[config.mk]
export PLATFORM = sky130hd
export DESIGN_NAME = bridge_rx_flat
export DESIGN_NICKNAME = d
export VERILOG_FILES = /design/src/rtl/bridge_rx_if.sv /design/src/rtl/bridge_rx.sv /design/src/flat_wrapper.sv
export SDC_FILE = /design/constraint.sdc
export NUM_CORES = 1
export LEC_CHECK = 0
export CAP_MARGIN = 20
export CORE_MARGIN = 4
export CORE_UTILIZATION = 30
export DETAILED_ROUTE_END_ITERATION = 12
export PLACE_DENSITY = 0.46
export SLEW_MARGIN = 20
export SYNTH_ARGS = -nofsm -noshare
export SYNTH_HDL_FRONTEND = slang
export SYNTH_SLANG_ARGS = --single-unit
[constraint.sdc]
create_clock -name clk -period 3.6 [get_ports clk]
set_input_delay 0.54 -clock clk [delete_from_list [all_inputs] [get_ports clk]]
set_output_delay 0.54 -clock clk [all_outputs]
set_load 0.02 [all_outputs]
[src/rtl/bridge_rx_if.sv]
// bridge_rx_if -- byte input and register-bus request output of the UART
// command decoder, bundled so the decoder and its environment share one
// declaration.
//
// Signals:
//   data_i   [7:0]   received ASCII byte
//   valid_i          data_i is valid this cycle (at most one byte per cycle)
//   addr_o   [15:0]  decoded register address (held until the next request)
//   wdata_o  [15:0]  decoded write data, 0x0000 for reads
//   rw_o             1 = write, 0 = read
//   valid_o          one-cycle request strobe
//   error_o          one-cycle malformed-message pulse
//
// Handshake: valid-only on both sides, with no ready. A byte is consumed in
// every cycle valid_i is high. A request is delivered in every cycle valid_o
// is high. addr_o/wdata_o/rw_o are meaningful whenever valid_o is high.
// Neither side can stall the other.
//
// Modports:
//   slave  -- the decoder (consumes bytes, produces requests)
//   master -- the environment (produces bytes, observes requests)
interface bridge_rx_if;
    logic [7:0]  data_i;
    logic        valid_i;
    logic [15:0] addr_o;
    logic [15:0] wdata_o;
    logic        rw_o;
    logic        valid_o;
    logic        error_o;

    modport slave (
        input  data_i, valid_i,
        output addr_o, wdata_o, rw_o, valid_o, error_o
    );

    modport master (
        output data_i, valid_i,
        input  addr_o, wdata_o, rw_o, valid_o, error_o
    );
endinterface

[src/rtl/bridge_rx.sv]
// bridge_rx -- decodes ASCII command messages received from a UART into
// register-bus requests.
//   Read  : 'R' + 4 hex digits (address) + CR/LF
//   Write : 'W' + 4 hex digits (address) + 4 hex digits (data) + CR/LF
//
// A request strobe (valid_o) or an error pulse (error_o) appears one cycle
// after the byte that completes or breaks the message.
//
// Parameters:
//   ACCEPT_LOWERCASE  1: 'a'-'f' are hex digits; 0: they are invalid bytes
//
// Ports:
//   clk      single clock
//   rst_n    asynchronous active-low reset
//   bus      bridge_rx_if.slave (byte input, request output)
//   o_state  current decoder state (0 = IDLE, 1 = READ, 2 = WRITE)
module bridge_rx #(
    parameter bit ACCEPT_LOWERCASE = 1'b1
) (
    input  logic              clk,
    input  logic              rst_n,
    bridge_rx_if.slave        bus,
    output logic [1:0]        o_state
);

    typedef enum logic [1:0] {
        S_IDLE  = 2'd0,
        S_READ  = 2'd1,
        S_WRITE = 2'd2
    } state_t;

    state_t      r_state;
    state_t      w_state_nxt;
    logic [3:0]  r_cnt;
    logic [3:0]  w_cnt_nxt;
    logic [31:0] r_buf;
    logic [31:0] w_buf_nxt;
    logic        w_done;
    logic        w_err;

    logic        r_valid;
    logic        r_error;
    logic [15:0] r_addr;
    logic [15:0] r_wdata;
    logic        r_rw;

    logic        w_is_hex;
    logic [3:0]  w_nib;
    logic        w_is_term;
    logic        w_is_r;
    logic        w_is_w;
    logic [3:0]  w_limit;

    // Byte classification.
    always_comb begin
        w_is_hex = 1'b0;
        w_nib    = 4'd0;
        if (bus.data_i >= 8'h30 && bus.data_i <= 8'h39) begin
            w_is_hex = 1'b1;
            w_nib    = bus.data_i[3:0];
        end else if (bus.data_i >= 8'h41 && bus.data_i <= 8'h46) begin
            // 'A'..'F' have low nibble 1..6, so adding 9 gives 10..15.
            w_is_hex = 1'b1;
            w_nib    = bus.data_i[3:0] + 4'd9;
        end else if (ACCEPT_LOWERCASE && bus.data_i >= 8'h61 && bus.data_i <= 8'h66) begin
            w_is_hex = 1'b1;
            w_nib    = bus.data_i[3:0] + 4'd9;
        end
    end

    assign w_is_term = (bus.data_i == 8'h0D) || (bus.data_i == 8'h0A);
    assign w_is_r    = (bus.data_i == 8'h52);
    assign w_is_w    = (bus.data_i == 8'h57);
    assign w_limit   = (r_state == S_WRITE) ? 4'd8 : 4'd4;

    // Next-state logic.
    always_comb begin
        w_state_nxt = r_state;
        w_cnt_nxt   = r_cnt;
        w_buf_nxt   = r_buf;
        w_done      = 1'b0;
        w_err       = 1'b0;
        if (bus.valid_i) begin
            case (r_state)
                S_IDLE: begin
                    // Anything other than a command letter, including a
                    // trailing LF after CR, is silently dropped here.
                    if (w_is_r || w_is_w) begin
                        w_state_nxt = w_is_r ? S_READ : S_WRITE;
                        w_cnt_nxt   = 4'd0;
                        w_buf_nxt   = 32'd0;
                    end
                end
                S_READ, S_WRITE: begin
                    if (w_is_r || w_is_w) begin
                        // A new command letter aborts the current message
                        // and starts the new one immediately.
                        w_err       = 1'b1;
                        w_state_nxt = w_is_r ? S_READ : S_WRITE;
                        w_cnt_nxt   = 4'd0;
                        w_buf_nxt   = 32'd0;
                    end else if (w_is_hex) begin
                        if (r_cnt < w_limit) begin
                            w_buf_nxt = {r_buf[27:0], w_nib};
                            w_cnt_nxt = r_cnt + 4'd1;
                        end else begin
                            w_err       = 1'b1;
                            w_state_nxt = S_IDLE;
                        end
                    end else if (w_is_term) begin
                        if (r_cnt == w_limit) begin
                            w_done = 1'b1;
                        end else begin
                            w_err = 1'b1;
                        end
                        w_state_nxt = S_IDLE;
                    end else begin
                        w_err       = 1'b1;
                        w_state_nxt = S_IDLE;
                    end
                end
                default: begin
                    w_state_nxt = S_IDLE;
                end
            endcase
        end
    end

    always_ff @(posedge clk or negedge rst_n) begin
        if (!rst_n) begin
            r_state <= S_IDLE;
            r_cnt   <= 4'd0;
            r_buf   <= 32'd0;
            r_valid <= 1'b0;
            r_error <= 1'b0;
            r_addr  <= 16'd0;
            r_wdata <= 16'd0;
            r_rw    <= 1'b0;
        end else begin
            r_state <= w_state_nxt;
            r_cnt   <= w_cnt_nxt;
            r_buf   <= w_buf_nxt;
            r_valid <= w_done;
            r_error <= w_err;
            // The terminator does not shift the buffer, so r_buf holds the
            // complete message digits in the cycle w_done is high.
            if (w_done) begin
                if (r_state == S_WRITE) begin
                    r_addr  <= r_buf[31:16];
                    r_wdata <= r_buf[15:0];
                    r_rw    <= 1'b1;
                end else begin
                    r_addr  <= r_buf[15:0];
                    r_wdata <= 16'd0;
                    r_rw    <= 1'b0;
                end
            end
        end
    end

    assign bus.valid_o = r_valid;
    assign bus.error_o = r_error;
    assign bus.addr_o  = r_addr;
    assign bus.wdata_o = r_wdata;
    assign bus.rw_o    = r_rw;
    assign o_state     = r_state;

endmodule

[src/flat_wrapper.sv]
// flat-port wrapper written by rule: the top's interface ports become plain ports
module bridge_rx_flat 
#(
    parameter bit ACCEPT_LOWERCASE = 1'b1
)
  (clk, rst_n, o_state, bus_data_i, bus_valid_i, bus_addr_o, bus_wdata_o, bus_rw_o, bus_valid_o, bus_error_o);
  bridge_rx_if bus_i ();
  input  logic clk;
  input  logic rst_n;
  output logic [1:0] o_state;
  input wire logic [$bits(bus_i.data_i)-1:0] bus_data_i;
  input wire logic [$bits(bus_i.valid_i)-1:0] bus_valid_i;
  output wire logic [$bits(bus_i.addr_o)-1:0] bus_addr_o;
  output wire logic [$bits(bus_i.wdata_o)-1:0] bus_wdata_o;
  output wire logic [$bits(bus_i.rw_o)-1:0] bus_rw_o;
  output wire logic [$bits(bus_i.valid_o)-1:0] bus_valid_o;
  output wire logic [$bits(bus_i.error_o)-1:0] bus_error_o;
  assign bus_i.data_i = bus_data_i;
  assign bus_i.valid_i = bus_valid_i;
  assign bus_addr_o = bus_i.addr_o;
  assign bus_wdata_o = bus_i.wdata_o;
  assign bus_rw_o = bus_i.rw_o;
  assign bus_valid_o = bus_i.valid_o;
  assign bus_error_o = bus_i.error_o;
  bridge_rx #(.ACCEPT_LOWERCASE(ACCEPT_LOWERCASE)) u_core (.clk(clk), .rst_n(rst_n), .bus(bus_i), .o_state(o_state));
endmodule
==> results.json, run 1 <==
{
  "syn_area_mm2": 0.00330,
  "io_pins": 48,
  "hold_viol": 0,
  "antenna_found_initial": 0,
  "die-area_mm2": 0.0128,
  "worstPathMaxFanout": 4,
  "diodes": 0,
  "critical_path_arrival_ns": 2.95,
  "cts_buffers": 9,
  "cts_tree": "done",
  "place.gp.congestion": 0.777,
  "wire_per_inst_um": 15.4,
  "worst_slew_pin_slew_ns": 0.932,
  "synth_warnings": 0,
  "via_per_inst": 4.87,
  "die_h_um": 113,
  "worst_setup_path_start_kind": "flip-flop",
  "syn_nets": 324,
  "synthDistinctLibCells": 40,
  "htree_num_levels": 3,
  "floorplan.initialDensity": 0.306,
  "r2r_cells": 9,
  "drive_above_1_share": 0.0935,
  "maxClockFrequency_mhz": 368,
  "max_slew_margin": 0.379,
  "cts_setup_buffers": 0,
  "regArea_mm2": 0.00183,
  "vdd_drop_max_v": 0.000234,
  "regToRegEndpoint": "u_core.r_cnt[3]",
  "ys_seq_area_frac": 0.553,
  "fill_cells": 1091,
  "required_ns": 3.83,
  "r2r_start": "u_core.o_state[0]",
  "clock_skew_ns": 0.0126,
  "row_count": 38,
  "grt_pass1_wl_um": 12900,
  "clock-sinks": 73,
  "setup-violations-final": 0,
  "overflow": 0,
  "vias": 2401,
  "rsz0062_at_grt": "no",
  "crit_type": "flip-flop to flip-flop",
  "grt_pass1_vias": 2439,
  "maxCapViolations": 0,
  "multi_input_area_mm2": 0.00137,
  "drt-initial-drc-count": 119,
  "synthCells": 302,
  "cts-root-buf": "clkbuf_8",
  "synthToLayoutAreaGrowth_pct": 24.8,
  "period_needed_ns": 2.72,
  "drc": 0,
  "grt_max_degree": 74,
  "cp-end-kind": "flip-flop",
  "p_leak_uw": 0.00191,
  "finalSetupTns_ns": 0,
  "core_area_mm2": 0.0108,
  "fin_ws_ns": 0.883,
  "p_per_area_mw_per_mm2": 467,
  "finalCritPeriodShare": 0.755,
  "avgSynthCellArea_um2": 10.9,
  "cts.repair.resized": 0,
  "die_w_um": 113,
  "status": "finished, final reports clean",
  "cts-hold-fix-buffers": 0,
  "min_path_type": "primary input to async pin",
  "grt_usage": 0.126,
  "drtPass1Iterations": 5,
  "pre_cts_slack_ns": 0.536,
  "fin_nets": 370,
  "routed_wl_um": 7590,
  "ant_nets": 0,
  "clock_latency_ns": 0.34,
  "ff2ff_setup_slack_ns": 0.88,
  "drv_slew": 0,
  "clock_path_buffers": 2,
  "place_hpwl_um": 5230,
  "clkTransAtPathRegs_ns": 0.08,
  "yosys_register_bits": 73,
  "place.port_buffers": 47
}
-- sequential cells by signal, indices dropped and copies added (netlist names) --
signal,cells
u_core.r_buf,32
u_core.bus.addr_o,16
u_core.bus.wdata_o,16
u_core.r_cnt,4
u_core.o_state,2
u_core.bus.error_o,1
u_core.bus.rw_o,1
u_core.bus.valid_o,1
-- final cells by class --
| type | instances | area share |
|---|---|---|
| flip-flops and latches | 73 | 0.443 |
| multi-input cells | 201 | 0.332 |
| repair buffers | 53 | 0.124 |
| well taps | 140 | 0.0425 |
| clock buffers | 10 | 0.0334 |
| clock inverters | 6 | 0.0161 |
| inverters | 10 | 0.00910 |
-- stage by stage --
step | cells | area [um2] | util | hold WS, ns | total power, uW
6_report | 493 | 4120 | 0.382 | 0.411 | 1930
5_1_grt | 493 | 4120 | 0.382 | 0.492 | 2040
4_1_cts | 493 | 4120 | 0.382 | 0.455 | 1970
3_5_place_dp | 477 | 3920 | 0.363 | 0.459 | 1290
3_3_place_gp | 477 | 3920 | 0.363 | 0.454 | 1290
2_1_floorplan | 302 | 3300 | - | 0.244 | 1160
-- per-layer routing --
metal / track usage / vias to the layer above / part of all wire / wire (um)
met1: 0.177 / 1180 / 0.49 / 3730
met4: 0.0264 / 0 / 0.0065 / 49
met3: 0.0385 / 5 / 0.045 / 342
met2: 0.192 / 49 / 0.46 / 3480
met5: 0 / - / 0 / 0
li1: - / 1167 / - / -
-- worst max-delay path: stages (launching register included) --
cell and delay (ns):
dfrtp_1 0.41, inv_1 0.09, ha_1 0.20, inv_1 0.09, ha_1 0.31, nor2b_1 0.15
a211o_1 0.30, o21a_2 0.24, or4_1 0.50, a221oi_1 0.32
-- cells in the mapped netlist --
| library cell | count | area share |
|---|---|---|
| a22o_1 | 33 | 0.087 |
| nor2b_1 | 3 | 0.0057 |
| a2bb2oi_1 | 1 | 0.0027 |
| o21a_2 | 1 | 0.0027 |
| nor4_2 | 1 | 0.0038 |
| or4_1 | 2 | 0.0045 |
| and3_1 | 1 | 0.0019 |
| a21o_1 | 1 | 0.0023 |
| nand2b_1 | 2 | 0.0038 |
| mux2i_1 | 17 | 0.051 |
| a2111o_1 | 1 | 0.0034 |
| a221oi_1 | 1 | 0.0027 |
| o31ai_1 | 1 | 0.0023 |
| buf_6 | 1 | 0.0034 |
| nand4bb_1 | 1 | 0.0034 |
| o21bai_4 | 1 | 0.0057 |
| inv_1 | 10 | 0.011 |
| nand3_1 | 21 | 0.032 |
| o21ai_0 | 19 | 0.029 |
| and4_1 | 2 | 0.0053 |
| nand3b_1 | 1 | 0.0023 |
| dfrtp_1 | 73 | 0.55 |
| nor3_2 | 1 | 0.0030 |
| nor2_1 | 6 | 0.0068 |
| o211ai_1 | 1 | 0.0023 |
| ha_1 | 11 | 0.042 |
| a211oi_1 | 1 | 0.0023 |
| o221ai_1 | 1 | 0.0027 |
| a21oi_1 | 3 | 0.0045 |
| nand2_1 | 54 | 0.061 |
| mux2_2 | 4 | 0.014 |
| nor3_1 | 2 | 0.0030 |
| xnor2_1 | 2 | 0.0053 |
| o31a_1 | 1 | 0.0027 |
| clkbuf_1 | 12 | 0.014 |
| a211o_1 | 1 | 0.0027 |
| buf_2 | 5 | 0.0076 |
| a21o_2 | 1 | 0.0027 |
| a41oi_1 | 1 | 0.0027 |
| nor3b_1 | 1 | 0.0023 |
-- layout by cell type (no fill, tap or decap), types with 3 or more instances in the layout --
master	count
mux2_2	4
inv_1	10
nand2_1	54
nand3_1	21
nor2b_1	3
clkdlybuf4s50_1	46
o21ai_0	19
clkinvlp_4	3
ha_1	11
clkbuf_8	10
dfrtp_1	73
nor2_1	6
buf_4	6
a22o_1	33
mux2i_1	17
-- how the worst max path moves through the flow --
| stage | startpoint | to | slack [ns] | cells after the start |
|---|---|---|---|---|
| finish | u_core.o_state[0] | u_core.r_cnt[3] | 0.88 | 9 |
| floorplan | u_core.o_state[0] | u_core.r_cnt[3] | 0.41 | 11 |
| global placement | bus_data_i[1] | u_core.r_cnt[3] | 0.56 | 8 |
| CTS | u_core.o_state[0] | u_core.r_cnt[3] | 0.80 | 9 |
| detailed placement | bus_data_i[1] | u_core.r_cnt[3] | 0.54 | 8 |
| global route | u_core.o_state[0] | u_core.r_cnt[3] | 0.65 | 9 |
-- logic make-up (layout without fill, tap and decap cells) --
group / Yosys count / after routing / share of synthesized area
compound gates: 69 / 69 / 0.160
fa+ha+maj: 11 / 11 / 0.0417
flops: 73 / 73 / 0.553
xor+xnor: 2 / 2 / 0.00530
buf+inv: 28 / 79 / 0.0360
mux: 21 / 21 / 0.0651
simple gates: 98 / 98 / 0.139
-- report_power, final --
part | total [uW] | leakage (uW) | switching (uW) | internal, uW
clock | 656 | 0.0000949 | 316 | 340
sequential | 866 | 0.00102 | 24.1 | 841
combinational | 406 | 0.000802 | 253 | 153
Note: power is estimated with default switching activity, not from simulation.
==> inputs of run 2 (changes only) <==
==> constraint.sdc (replaced) <==
create_clock -name clk -period 2.8 [get_ports clk]
set_input_delay 0.42 -clock clk [delete_from_list [all_inputs] [get_ports clk]]
set_output_delay 0.42 -clock clk [all_outputs]
set_load 0.02 [all_outputs]
==> run 2 against run 1 <==
  * Utilization increased by 0.59 points
  * Maximum frequency up 2.1%
  * Worst setup slack got worse by 0.74 ns
  * Largest cell class unchanged
  * Non-clock buffer count increased by 7
==> results.json, run 2 (synthesis gave the netlist of run 1 again) <==
{
  "cp-end-kind": "flip-flop",
  "rsz0062_at_grt": "no",
  "synthToLayoutAreaGrowth_pct": 26.7,
  "routed_wl_um": 7850,
  "core_area_mm2": 0.0108,
  "maxCapViolations": 0,
  "drive_above_1_share": 0.120,
  "cts_setup_buffers": 0,
  "max_slew_margin": 0.695,
  "fin_nets": 377,
  "io_pins": 48,
  "clock_latency_ns": 0.35,
  "worst_slew_pin_slew_ns": 0.457,
  "required_ns": 3.06,
  "htree_num_levels": 3,
  "drtPass1Iterations": 4,
  "ff2ff_setup_slack_ns": 0.14,
  "worstPathMaxFanout": 4,
  "pre_cts_slack_ns": -0.0186,
  "p_per_area_mw_per_mm2": 574,
  "dp_cells": 484,
  "drc": 0,
  "regMostFlops": "u_core.r_buf",
  "largest_reg_flops": 32,
  "row_count": 38,
  "overflow": 0,
  "place.port_buffers": 47,
  "via_per_inst": 4.86,
  "die_w_um": 113,
  "r2r_start": "u_core.o_state[0]",
  "crit_type": "flip-flop to flip-flop",
  "vias": 2425,
  "grt_max_degree": 74,
  "cts-hold-fix-buffers": 0,
  "worst_setup_path_start_kind": "flip-flop",
  "floorplan.initialDensity": 0.306,
  "antenna_found_initial": 0,
  "cts-root-buf": "clkbuf_8",
  "clock-sinks": 73,
  "layout_commonest_cell": "dfrtp_1",
  "diodes": 0,
  "status": "finished, final reports clean",
  "place_hpwl_um": 5330,
  "fin_ws_ns": 0.139,
  "ant_nets": 0,
  "maxClockFrequency_mhz": 376,
  "clock_path_buffers": 2,
  "period_needed_ns": 2.66,
  "p_leak_uw": 0.00195,
  "die_h_um": 113,
  "setup-violations-final": 0,
  "finalCritPeriodShare": 0.950,
  "cts_buffers": 9,
  "min_path_type": "primary input to async pin",
  "vdd_drop_max_v": 0.000263,
  "final_cell_mix": "dfrtp_1, nand2_1, clkdlybuf4s50_1, a22o_1, nand3_1",
  "grt_pass1_vias": 2395,
  "finalNonFillerCells": 499,
  "die-area_mm2": 0.0128,
  "power.total_uw": 2400,
  "cts_tree": "done",
  "drt-initial-drc-count": 118,
  "hold_viol": 0,
  "grt_usage": 0.130,
  "r2r_cells": 9,
  "regToRegEndpoint": "u_core.r_cnt[3]",
  "clkTransAtPathRegs_ns": 0.08,
  "clock_skew_ns": 0.00534,
  "drv_slew": 0,
  "wire_per_inst_um": 15.7,
  "finalSetupTns_ns": 0,
  "place.gp.congestion": 0.741,
  "critical_path_arrival_ns": 2.92,
  "grt_pass1_wl_um": 13000
}
[run 2: report_power, final]
group	total, uW	internal (uW)	switching, uW
logic	549	217	333
registers	1120	1080	34.4
clock network	736	339	396
[run 2: how the worst max path moves through the flow]
stage	to	start	slack (ns)
floorplan	u_core.r_cnt[3]	u_core.o_state[0]	0.02
global placement	u_core.r_cnt[3]	bus_data_i[0]	0.06
detailed placement	u_core.r_cnt[3]	bus_data_i[0]	-0.02
CTS	u_core.r_cnt[3]	u_core.o_state[0]	0.13
global route	u_core.r_cnt[3]	u_core.o_state[0]	0.02
finish	u_core.r_cnt[3]	u_core.o_state[0]	0.14
[run 2: worst max-delay path, cell delays in order (launching register included)]
cell      delay, ns
dfrtp_2        0.43
inv_2          0.06
ha_1           0.18
inv_1          0.10
ha_1           0.31
nor2b_1        0.15
a211o_1        0.30
o21a_2         0.24
or4_1          0.54
a221oi_2       0.26
[run 2: per-stage QoR]
stage / util / cell area (um2) / hold slack (ns)
3_5_place_dp: 0.372 / 4010 / 0.459
6_report: 0.388 / 4190 / 0.102
5_1_grt: 0.388 / 4190 / 0.121
3_3_place_gp: 0.372 / 4010 / 0.451
2_1_floorplan: - / 3330 / 0.124
4_1_cts: 0.387 / 4180 / 0.111
[run 2: repair_timing]
action                                 in CTS  in global routing
resized for setup                           0                  1
endpoints found under the hold margin       0                  0
setup endpoints to repair                   0                  1
[run 2: cell type report]
cell class | instances | area [um2]
clock inverter | 5 | 31.3
inverter | 10 | 37.5
tap | 140 | 175
clock buffer | 10 | 138
sequential | 73 | 1830
multi-input combinational | 201 | 1380
fill | 1091 | 6610
timing repair buffer | 60 | 601
[run 2: layer usage]
metal	share of wire	global-route usage	up-vias	wire [um]
met4	0.0093	0.0433	0	73
met3	0.055	0.0374	5	435
met1	0.53	0.201	1169	4140
li1	-	-	1186	-
met5	0	0	-	0
met2	0.41	0.171	65	3200
==> inputs of run 3 (changes only) <==
--- a/config.mk
+++ b/config.mk
@@ -6,10 +6,14 @@
 export NUM_CORES = 1
 export LEC_CHECK = 0
 export CAP_MARGIN = 20
+export CELL_PAD_IN_SITES_DETAIL_PLACEMENT = 0
+export CELL_PAD_IN_SITES_GLOBAL_PLACEMENT = 2
 export CORE_MARGIN = 4
 export CORE_UTILIZATION = 30
 export DETAILED_ROUTE_END_ITERATION = 12
-export PLACE_DENSITY = 0.46
+export PLACE_DENSITY = 0.66
+export RECOVER_POWER = 50
+export SETUP_SLACK_MARGIN = 0.5
 export SLEW_MARGIN = 20
 export SYNTH_ARGS = -nofsm -noshare
 export SYNTH_HDL_FRONTEND = slang
==> run 3 against run 2 <==
  * The flow now finishes with violations (capacitance limit, slew limit)
  * Sequential cell count did not move
  * Cell count shrank 0.80%
  * Non-clock buffer count decreased by 4
  * Clock power is 25% higher
  * Final area increased by 1.6%
  * Combinational power grew 4.6%
  * Die area did not move
  * Via count decreased by 0.87%
==> results.json, run 3 (synthesis gave the netlist of run 1 again) <==
{
  "cts_buffers": 9,
  "p_sw_frac": 0.298,
  "antenna_found_initial": 0,
  "setup-violations-final": 0,
  "clock_skew_ns": 0.00661,
  "drtPass1Iterations": 4,
  "power.total_uw": 2620,
  "via_per_inst": 4.86,
  "place.port_buffers": 47,
  "clkTransAtPathRegs_ns": 0.08,
  "timing.hold.ws_ns": 0.468,
  "place.gp.congestion": 0.755,
  "wire_per_inst_um": 16.1,
  "fin_nets": 373,
  "hold_depth": 2,
  "violations": "capacitance limit, slew limit",
  "htree_num_levels": 3,
  "place_area_mm2": 0.00402,
  "place_hpwl_um": 5340,
  "worstPathMaxFanout": 4,
  "p_int_uw": 1840,
  "period_needed_ns": 2.29,
  "diodes": 0,
  "largest_reg_flops": 32,
  "clock_path_buffers": 2,
  "die-area_mm2": 0.0128,
  "r2r_cells": 9,
  "maxCapViolations": 1,
  "die_h_um": 113,
  "max_slew_margin": -0.206,
  "comb_power_share": 0.220,
  "worst_slew_pin_slew_ns": 1.81,
  "min_path_type": "flip-flop to flip-flop",
  "p_leak_uw": 0.00203,
  "core_area_mm2": 0.0108,
  "crit_type": "flip-flop to flip-flop",
  "pwr-share-seq": 0.429,
  "power.net_switching_uw": 779,
  "cts-hold-fix-buffers": 0,
  "layout_commonest_cell": "dfrtp_1",
  "drv_slew": 74,
  "finalSetupTns_ns": 0,
  "grt_usage": 0.130,
  "final_cell_mix": "dfrtp_1, nand2_1, a22o_1, clkdlybuf4s50_1, nand3_1",
  "floorplan.initialDensity": 0.306,
  "clock-sinks": 73,
  "dp_cells": 479,
  "ant_nets": 0,
  "regMostFlops": "u_core.r_buf",
  "die_w_um": 113,
  "drt-initial-drc-count": 140,
  "required_ns": 3.05,
  "overflow": 0,
  "clock_latency_ns": 0.34,
  "worst_setup_path_start_kind": "flip-flop",
  "routed_wl_um": 7990,
  "vdd_drop_max_v": 0.000310,
  "grt_max_degree": 74,
  "synthToLayoutAreaGrowth_pct": 28.8,
  "grt_pass1_vias": 2412,
  "vias": 2404,
  "critical_path_arrival_ns": 2.54,
  "maxClockFrequency_mhz": 436,
  "row_count": 38,
  "cp-end-kind": "flip-flop",
  "clock_power_share": 0.352,
  "p_per_area_mw_per_mm2": 615,
  "finalCritPeriodShare": 0.818,
  "finalNonFillerCells": 495,
  "cts-root-buf": "clkbuf_8",
  "drive_above_1_share": 0.135,
  "drc": 0,
  "cts_tree": "done",
  "fin_area_mm2": 0.00426,
  "grt_pass1_wl_um": 13100,
  "status": "finished with violations",
  "rsz0062_at_grt": "yes",
  "io_pins": 48,
  "hold_viol": 0
}
[run 3: cell types whose count changed in the layout (fill, tap and decap cells not counted), moves of 2 or more]
cell	previous run	this run
clkdlybuf4s50_1	46	26
buf_4	10	5
bufinv_16	0	2
inv_1	9	6
dlygate4sd2_1	0	2
ha_1	11	7
dlygate4sd3_1	0	18
inv_2	1	3
ha_4	0	3
[run 3: worst max-delay path: stages, from the launching register on]
cell	delay, ns
dfrtp_2	0.42
inv_2	0.08
ha_4	0.16
inv_6	0.04
ha_4	0.20
nor2b_4	0.12
a211o_1	0.26
o21a_2	0.24
or4_1	0.42
a221oi_2	0.26
[run 3: metrics by stage]
step                setup WS [ns]   util
floorplan                   0.275      -
global placement            0.141  0.372
detailed placement         0.0505  0.372
CTS                         0.502  0.395
global route                0.428  0.394
finish                      0.509  0.394
[run 3: timing repair]
item | 4_1_cts | 5_1_grt
setup endpoints to repair | 4 | 5
gates resized for setup | 8 | 1
setup buffers | 1 | 0
cloned | 0 | 0
pin swaps | 1 | 0
[run 3: routing by layer]
metal  up-vias  part of all wire  wire (um)  global-route usage
li1       1183                 -          -                   -
met1      1167              0.53       4200               0.195
met2        44              0.42       3350               0.182
met3        10             0.040        322              0.0305
met4         0             0.015        122              0.0457
met5         -                 0          0                   0
[run 3: final cells by class]
type,instances,area (um2)
timing repair buffer,56,566
clock inverter,5,78.8
tap,140,175
multi-input combinational,201,1430
fill,1075,6540
inverter,10,42.5
clock buffer,10,138
sequential,73,1830
[run 3: power by group through the flow]
stage | logic (uW) | registers, uW | clock network [uW]
after floorplan | 428 | 1140 | 0
final | 574 | 1120 | 921
after global placement | 585 | 1140 | 0
after CTS | 590 | 1120 | 947
after detailed placement | 581 | 1140 | 0
after global routing | 639 | 1120 | 988
[run 3: path summary, 6_finish.rpt]
path	from	end	slack [ns]
setup / recovery	u_core.o_state[0]	u_core.r_cnt[3]	0.51
hold / removal	u_core.bus.wdata_o[15]	u_core.bus.wdata_o[15]	0.47
setup reg to reg	u_core.o_state[0]	u_core.r_cnt[3]	0.51
hold reg to reg	u_core.bus.wdata_o[15]	u_core.bus.wdata_o[15]	0.47
max in group asynchronous	rst_n	u_core.o_state[1]	0.98
min in group asynchronous	rst_n	u_core.bus.wdata_o[1]	0.64
